**src/rtl/memory.sv**
```systemverilog
// ---------------------------------------------------------------------------
// memory -- pipeline memory stage.
//
// Turns the MEM-stage instruction into at most one data-bus transaction and
// registers the writeback-stage fields. A three-state controller
// (idle / busy / done) sequences aligned loads and stores over a simple
// req/ack data bus. Misaligned accesses never reach the bus. They pass
// straight through with the register write suppressed and an alignment
// error flag raised.
//
// Ports
//   clk                 rising-edge clock
//   rst_n               synchronous active-low reset
//   alu_data_mem        ALU result: byte address for accesses, else wb value
//   mem_we_mem          store request
//   reg_d_we_mem        destination register write enable
//   reg_d_addr_mem      destination register index
//   reg_d_data_sel_mem  1 = writeback value comes from memory (load)
//   reg_t_data_mem      store data
//   dmem_req            data-bus request (held for the whole busy phase)
//   dmem_we             data-bus write strobe
//   dmem_addr           data-bus address (aligned, taken from the ALU result)
//   dmem_wdata          data-bus write data
//   dmem_rdata          data-bus read data, valid with dmem_ack
//   dmem_ack            data-bus completion pulse
//   mem_stall           combinational stall to upstream stages
//   reg_d_we_wb         registered writeback enable
//   reg_d_addr_wb       registered writeback index
//   reg_d_data_wb       registered writeback data
//   mem_align_err_wb    registered misaligned-access flag
// ---------------------------------------------------------------------------
module memory (
  input  logic        clk,
  input  logic        rst_n,
  input  logic [31:0] alu_data_mem,
  input  logic        mem_we_mem,
  input  logic        reg_d_we_mem,
  input  logic [4:0]  reg_d_addr_mem,
  input  logic        reg_d_data_sel_mem,
  input  logic [31:0] reg_t_data_mem,
  output logic        dmem_req,
  output logic        dmem_we,
  output logic [31:0] dmem_addr,
  output logic [31:0] dmem_wdata,
  input  logic [31:0] dmem_rdata,
  input  logic        dmem_ack,
  output logic        mem_stall,
  output logic        reg_d_we_wb,
  output logic [4:0]  reg_d_addr_wb,
  output logic [31:0] reg_d_data_wb,
  output logic        mem_align_err_wb
);

  typedef enum logic [1:0] {
    StIdle = 2'd0,
    StBusy = 2'd1,
    StDone = 2'd2
  } state_e;

  state_e      state;
  logic [31:0] rdata_q;

  logic access;
  logic misaligned;
  logic start;

  // Loads and stores both count as accesses. Only word-aligned ones go to the bus.
  assign access     = mem_we_mem | reg_d_data_sel_mem;
  assign misaligned = |alu_data_mem[1:0];
  assign start      = access & ~misaligned;

  // Stall covers the accept cycle and every busy cycle. The done cycle releases
  // the pipeline so the held instruction retires with the captured read data.
  always_comb begin
    mem_stall = 1'b0;
    unique case (state)
      StIdle:  mem_stall = start;
      StBusy:  mem_stall = 1'b1;
      StDone:  mem_stall = 1'b0;
      default: mem_stall = 1'b0;
    endcase
  end

  // Controller with registered bus outputs. The bus fields are latched on
  // accept and stay constant until the ack, because the busy state never
  // writes them.
  always_ff @(posedge clk) begin
    if (!rst_n) begin
      state      <= StIdle;
      dmem_req   <= 1'b0;
      dmem_we    <= 1'b0;
      dmem_addr  <= 32'h0;
      dmem_wdata <= 32'h0;
      rdata_q    <= 32'h0;
    end else begin
      unique case (state)
        StIdle: begin
          if (start) begin
            state      <= StBusy;
            dmem_req   <= 1'b1;
            dmem_we    <= mem_we_mem;
            dmem_addr  <= alu_data_mem;
            dmem_wdata <= reg_t_data_mem;
          end
        end
        StBusy: begin
          // No timeout: wait as long as the bus takes.
          if (dmem_ack) begin
            state    <= StDone;
            dmem_req <= 1'b0;
            dmem_we  <= 1'b0;
            rdata_q  <= dmem_rdata;
          end
        end
        StDone: begin
          state <= StIdle;
        end
        default: begin
          state    <= StIdle;
          dmem_req <= 1'b0;
          dmem_we  <= 1'b0;
        end
      endcase
    end
  end

  // Writeback register. A stalled cycle inserts a bubble and keeps the
  // address and data fields unchanged.
  always_ff @(posedge clk) begin
    if (!rst_n) begin
      reg_d_we_wb      <= 1'b0;
      reg_d_addr_wb    <= 5'd0;
      reg_d_data_wb    <= 32'h0;
      mem_align_err_wb <= 1'b0;
    end else if (mem_stall) begin
      reg_d_we_wb      <= 1'b0;
      mem_align_err_wb <= 1'b0;
    end else begin
      reg_d_we_wb      <= reg_d_we_mem & ~misaligned;
      reg_d_addr_wb    <= reg_d_addr_mem;
      reg_d_data_wb    <= reg_d_data_sel_mem ? rdata_q : alu_data_mem;
      mem_align_err_wb <= access & misaligned;
    end
  end

endmodule

```
**config.mk**
```make
export PLATFORM = sky130hd
export DESIGN_NAME = memory
export DESIGN_NICKNAME = d
export VERILOG_FILES = /design/src/rtl/memory.sv
export SDC_FILE = /design/constraint.sdc
export NUM_CORES = 1
export LEC_CHECK = 0
export ABC_AREA = 1
export CORE_MARGIN = 3
export CORE_UTILIZATION = 47
export DETAILED_ROUTE_END_ITERATION = 7
export PLACE_DENSITY = 0.88
export SLEW_MARGIN = 40
export SYNTH_ARGS = -nofsm -noshare
export SYNTH_HDL_FRONTEND = slang
export SYNTH_SLANG_ARGS = --single-unit
```
**constraint.sdc**
```tcl
create_clock -name clk -period 3.5 [get_ports clk]
set_clock_uncertainty 0.2 [all_clocks]
set_input_delay 1.05 -clock clk [delete_from_list [all_inputs] [get_ports clk]]
set_output_delay 1.05 -clock clk [all_outputs]
set_load 0.005 [all_outputs]
```
==> results of run 1 <==
final timing paths:
kind | start | endpoint | slack (ns) | depth (start not counted)
max | mem_we_mem | mem_stall | 0.19 | 6
min | dmem_addr[2] | dmem_addr[2] | 0.24 | 2
max reg2reg | state[1] | dmem_wdata[15] | 1.40 | 5
min reg2reg | dmem_addr[2] | dmem_addr[2] | 0.24 | 2
cell usage after synthesis, drive strengths merged:
cell / count
nand3: 39
buf: 30
clkinv: 1
clkbuf: 23
inv: 72
nor3: 1
o21ai: 99
a21oi: 96
nor2: 82
nand2: 140
dfxtp: 139
flip-flops by register name, indices dropped and copies added (netlist names):
register and count:
reg_d_addr_wb 5, reg_d_we_wb 1, dmem_req 1, dmem_wdata 32
dmem_we 1, dmem_addr 32, reg_d_data_wb 32, state 2
rdata_q 32, mem_align_err_wb 1
per-stage QoR:
stage	setup TNS (ns)	power (mW)	instances
6_report	0	4.20	1068
2_1_floorplan	0	2.01	722
4_1_cts	0	4.23	1068
3_5_place_dp	-0.165	2.36	1036
3_3_place_gp	-0.152	2.35	1036
5_1_grt	0	4.37	1068
power by group:
group / switching (mW) / internal, mW
sequential: 0.0503 / 1.68
clock: 0.676 / 1.20
combinational: 0.268 / 0.334
area by class of cell:
type                    count  share of cell area
clock buffers              22              0.0593
clock inverters            10              0.0170
inverters                  73              0.0338
multi-input cells         457               0.253
flip-flops and latches    139               0.341
well taps                 140              0.0214
repair buffers            227               0.275
cell usage in the layout (no fill, tap or decap), types with 5 or more instances in the layout:
cell / count
clkdlybuf4s50_1: 207
nand3_1: 38
dfxtp_1: 139
a21oi_1: 96
buf_4: 12
inv_1: 70
clkbuf_16: 17
clkbuf_8: 5
o21ai_1: 48
nor2_1: 79
o21ai_0: 50
nand2_1: 138
layer usage:
| layer | wire length, um | track usage | vias up |
|---|---|---|---|
| met5 | 0 | 0 | - |
| met4 | 379 | 0.102 | 0 |
| met3 | 1340 | 0.0743 | 25 |
| met2 | 8010 | 0.445 | 210 |
| met1 | 6620 | 0.299 | 2414 |
| li1 | - | - | 2695 |
tightest hold or removal path, stage by stage (launching register included):
cell and delay, ns:
dfxtp_1 0.30, inv_1 0.04, a21oi_1 0.05
kinds of logic after synthesis:
kind of cell / count (synthesis)
AO/OA/AOI/OAI: 195
buffers and inverters: 126
flip-flops: 139
AND/OR/NAND/NOR: 262
repair_timing:
action / in CTS / in global routing
hold buffers: 0 / 0
gates resized for setup: 5 / 0
endpoints found under the setup margin: 1 / 0
==> metrics.cfg, run 1 <==
[run_status]
status = finished clean

[setup_path]
start_kind = primary input
worstPathRequired_ns = 2.25
slowest_stage = clkdlybuf4s50_1
arrival_ns = 2.06
crit_chain = clkdlybuf4s50_1 -> inv_1 -> nand2_4 -> nand3_4 -> o21ai_4 -> dlygate4sd2_1
endpoint_kind = primary output
critical_path_class = in2out
cp_top_family = buffers and inverters
path_buf_inv = 3
cp_max_fo = 2
slowest_delay_ns = 0.45

[sta]
maxSlewHeadroom = 0.509
hold_violations = 0
setup_viol = 0
postLayoutSetupSlackWorst_ns = 0.186
period_needed_ns = 3.31
finalMaxSlewViolations = 0
min_period_over_period = 0.947
grt_setup_unrepaired = false
tightest_slew_ns = 0.736
max_freq_ghz = 0.302
timing.hold.ws_ns = 0.242

[clocking]
root_buffer = clkbuf_16
cts_tree = built
numCtsBuffers = 17
cts.clk_slew.worst_paths_ns = 0.06
cts.sinks = 139
clock_path_buffers = 2
cts-htree-levels = 4
clk_latency_ns = 0.40
postCtsSetupRepairBufs = 0

[routing]
drc_errors = 0
wl_um = 16400
drtAntennaViolNets = 0
first_pass_iters = 4
drtIter0Drc = 437
via_count = 5344
wl_per_cell_um = 15.3
via_per_inst = 5.00

[placement]
port_buffers = 212
place_ws_ns = -0.165
place_area_mm2 = 0.00754
gp_congestion = 0.822
dp_hpwl_um = 10700

[synthesis]
synth_cell_type_count = 24
synth_top_family_by_area = simple AND/OR/NAND/NOR gates
synth_fa_ha_area_frac = 0
synth.area.top_cells = dfxtp_1, nand2_1, a21oi_1
syn_area_mm2 = 0.00542
syn_avg_cell_area_um2 = 7.50
yosys.area.top_type = dfxtp_1
synth_compound_area_frac = 0.182
synth_simple_gate_area_share = 0.198
yosysSeqAreaShare = 0.514
ys_warn_count = 0
muxShareOfSynthArea = 0
synth_nets = 829
synth_xor_area_frac = 0
yosysTopAreaCellShare = 0.514
ys_ff_latch = 139
synthCells = 722

[layout]
area_delta_synth_final_pct = 50.9
finalInstanceArea_mm2 = 0.00817
register_area_mm2 = 0.00278
fin_util = 0.741
multi_input_area_mm2 = 0.00207
n_antenna_cell = 0
drive_gt1_frac = 0.0603
nNetsFinal = 1022
n_fill_cell = 823

[power]
power.leakage_nw = 3.20
peakVddDrop_uv = 378
cellPowerDensity_mw_per_mm2 = 515

[floorplan]
core_mm2 = 0.0110
die-area_mm2 = 0.0128
rows = 38
die_w_um = 113
die_height_um = 113
ios = 213
initial_utilization = 0.491

[grt]
overflow = 0
antenna_found_initial = 0
grt_pass1_vias = 5350
grt_pass1_wl_um = 26600
grt_usage = 0.257
grt_max_degree = 129

[min_path]
min-delay-path-class = reg2reg

[flow_run]
max_cap_violations = 0

(Power assumes the default switching activity.)
==> inputs of run 2 (changes only) <==
CAP_MARGIN = 15   (was default)
==> results of run 2 <==
Final layout, timing and power as in run 1 (identical DEF).
==> inputs of run 3 (changes only) <==
PLACE_DENSITY = 0.92   (was 0.88)
==> run 3 against run 2 <==
Effect of this change: via count increased by 1.9%; first-iteration DRC count increased by 21%; clock power decreased by 4%; clock-buffer cell count increased by 3; critical path type unchanged; non-clock buffer count unchanged; cell count unchanged; flip-flop and latch count unchanged.
==> metrics.cfg, run 3 (synthesized netlist as in run 1, its figures left out) <==
[routing]
first_pass_iters = 5
drtIter0Drc = 530
drtAntennaViolNets = 0
wl_per_cell_um = 15.7
via_count = 5446
via_per_inst = 5.10
wl_um = 16800
drc_errors = 0

[floorplan]
die_height_um = 113
rows = 38
initial_utilization = 0.491
ios = 213
die-area_mm2 = 0.0128
die_w_um = 113
core_mm2 = 0.0110

[setup_path]
path_buf_inv = 3
worstPathRequired_ns = 2.25
critical_path_class = in2out
slowest_delay_ns = 0.46
cp_top_family = buffers and inverters
arrival_ns = 2.07
ff2ff_path_depth = 6
crit_chain = clkdlybuf4s50_1 -> inv_1 -> nand2_4 -> nand3_4 -> o21ai_4 -> dlygate4sd2_1
start_kind = primary input
endpoint_kind = primary output
r2r_start = state[1]
worstReg2RegEnd = dmem_wdata[12]
slowest_stage = clkdlybuf4s50_1
cp_max_fo = 2
reg2reg_slack_ns = 0.97

[clocking]
numCtsBuffers = 17
clock_path_buffers = 2
cts.sinks = 139
cts.clk_slew.worst_paths_ns = 0.05
cts_tree = built
cts-htree-levels = 4
clk_latency_ns = 0.41
root_buffer = clkbuf_16
cts_hold_buf = 0

[grt]
grt_pass1_wl_um = 26500
overflow = 0
grt_usage = 0.260
grt_pass1_vias = 5454
antenna_found_initial = 0
grt_max_degree = 103

[layout]
instances_no_fill = 1068
n_antenna_cell = 0
area_delta_synth_final_pct = 50.3
n_fill_cell = 819
layout_common_cells = clkdlybuf4s50_1, dfxtp_1, nand2_1
final_common_cell = clkdlybuf4s50_1
drive_gt1_frac = 0.0593
nNetsFinal = 1022

[min_path]
min-delay-path-class = reg2reg
holdPathStages = 2
min_to = dmem_addr[10]
hold_path_startpoint = dmem_addr[10]

[sta]
max_freq_ghz = 0.301
hold_violations = 0
setup_viol = 0
min_period_over_period = 0.950
period_needed_ns = 3.32
postLayoutSetupSlackWorst_ns = 0.176
finalMaxSlewViolations = 0
tightest_slew_ns = 0.736
grt_setup_unrepaired = false
maxSlewHeadroom = 0.509

[power]
peakVddDrop_uv = 402
power.leakage_nw = 3.21
cellPowerDensity_mw_per_mm2 = 508

[placement]
port_buffers = 212
gp_congestion = 0.826
dp_hpwl_um = 11000
dp_cells = 1035
place_ws_ns = -0.202

[run_status]
status = finished clean

[flow_run]
max_cap_violations = 0

run 3: final cells by class:
cell class                      count  area, um2  share of cell area
Multi-Input combinational cell    457       2070               0.254
Clock inverter                      7       85.1              0.0105
Tap cell                          140        175              0.0215
Inverter                           73        277              0.0340
Timing Repair Buffer              227       2240               0.275
Clock buffer                       25        515              0.0633
Sequential cell                   139       2780               0.342
run 3: per-stage QoR:
step	area [um2]	TNS (ns)	util	power, mW	hold slack (ns)
2_1_floorplan	5420	0	-	2.01	0.240
3_3_place_gp	7530	-0.197	0.683	2.35	0.231
3_5_place_dp	7530	-0.236	0.683	2.37	0.237
4_1_cts	8140	0	0.738	4.16	0.246
5_1_grt	8140	0	0.738	4.30	0.256
6_report	8140	0	0.738	4.14	0.245
run 3: where the power goes:
group / switching [mW] / internal [mW] / leakage (nW)
logic: 0.272 / 0.333 / 1.77
clock network: 0.640 / 1.16 / 0.303
registers: 0.0526 / 1.68 / 1.14
total: 0.965 / 3.17 / 3.21
run 3: worst reg2reg max path, cell delays in order, from the launching register on:
cell     delay (ns)
dfxtp_1        0.56
nor2_4         0.09
nand3_4        0.11
buf_4          0.43
buf_4          0.67
o21ai_1        0.17
a21oi_1        0.22
run 3: repair_timing:
action | CTS | global route
endpoints found under the hold margin | 0 | 0
setup buffers | 1 | 0
endpoints found under the setup margin | 1 | 0
gates resized for setup | 5 | 0
run 3: worst max path at each step:
stage / startpoint / end / slack (ns) / cells after the start
after floorplan: reg_d_data_sel_mem / mem_stall / 0.62 / 6
after global placement: alu_data_mem[0] / mem_stall / -0.20 / 5
after detailed placement: alu_data_mem[0] / mem_stall / -0.20 / 5
after CTS: mem_we_mem / mem_stall / 0.18 / 6
after global routing: mem_we_mem / mem_stall / 0.14 / 6
final: mem_we_mem / mem_stall / 0.18 / 6
run 3: layer usage:
| layer | GRT usage | vias up | routed length (um) |
|---|---|---|---|
| met5 | 0 | - | 0 |
| met4 | 0.107 | 0 | 376 |
| met3 | 0.0813 | 31 | 1280 |
| met2 | 0.442 | 216 | 8280 |
| met1 | 0.303 | 2497 | 6830 |
| li1 | - | 2702 | - |
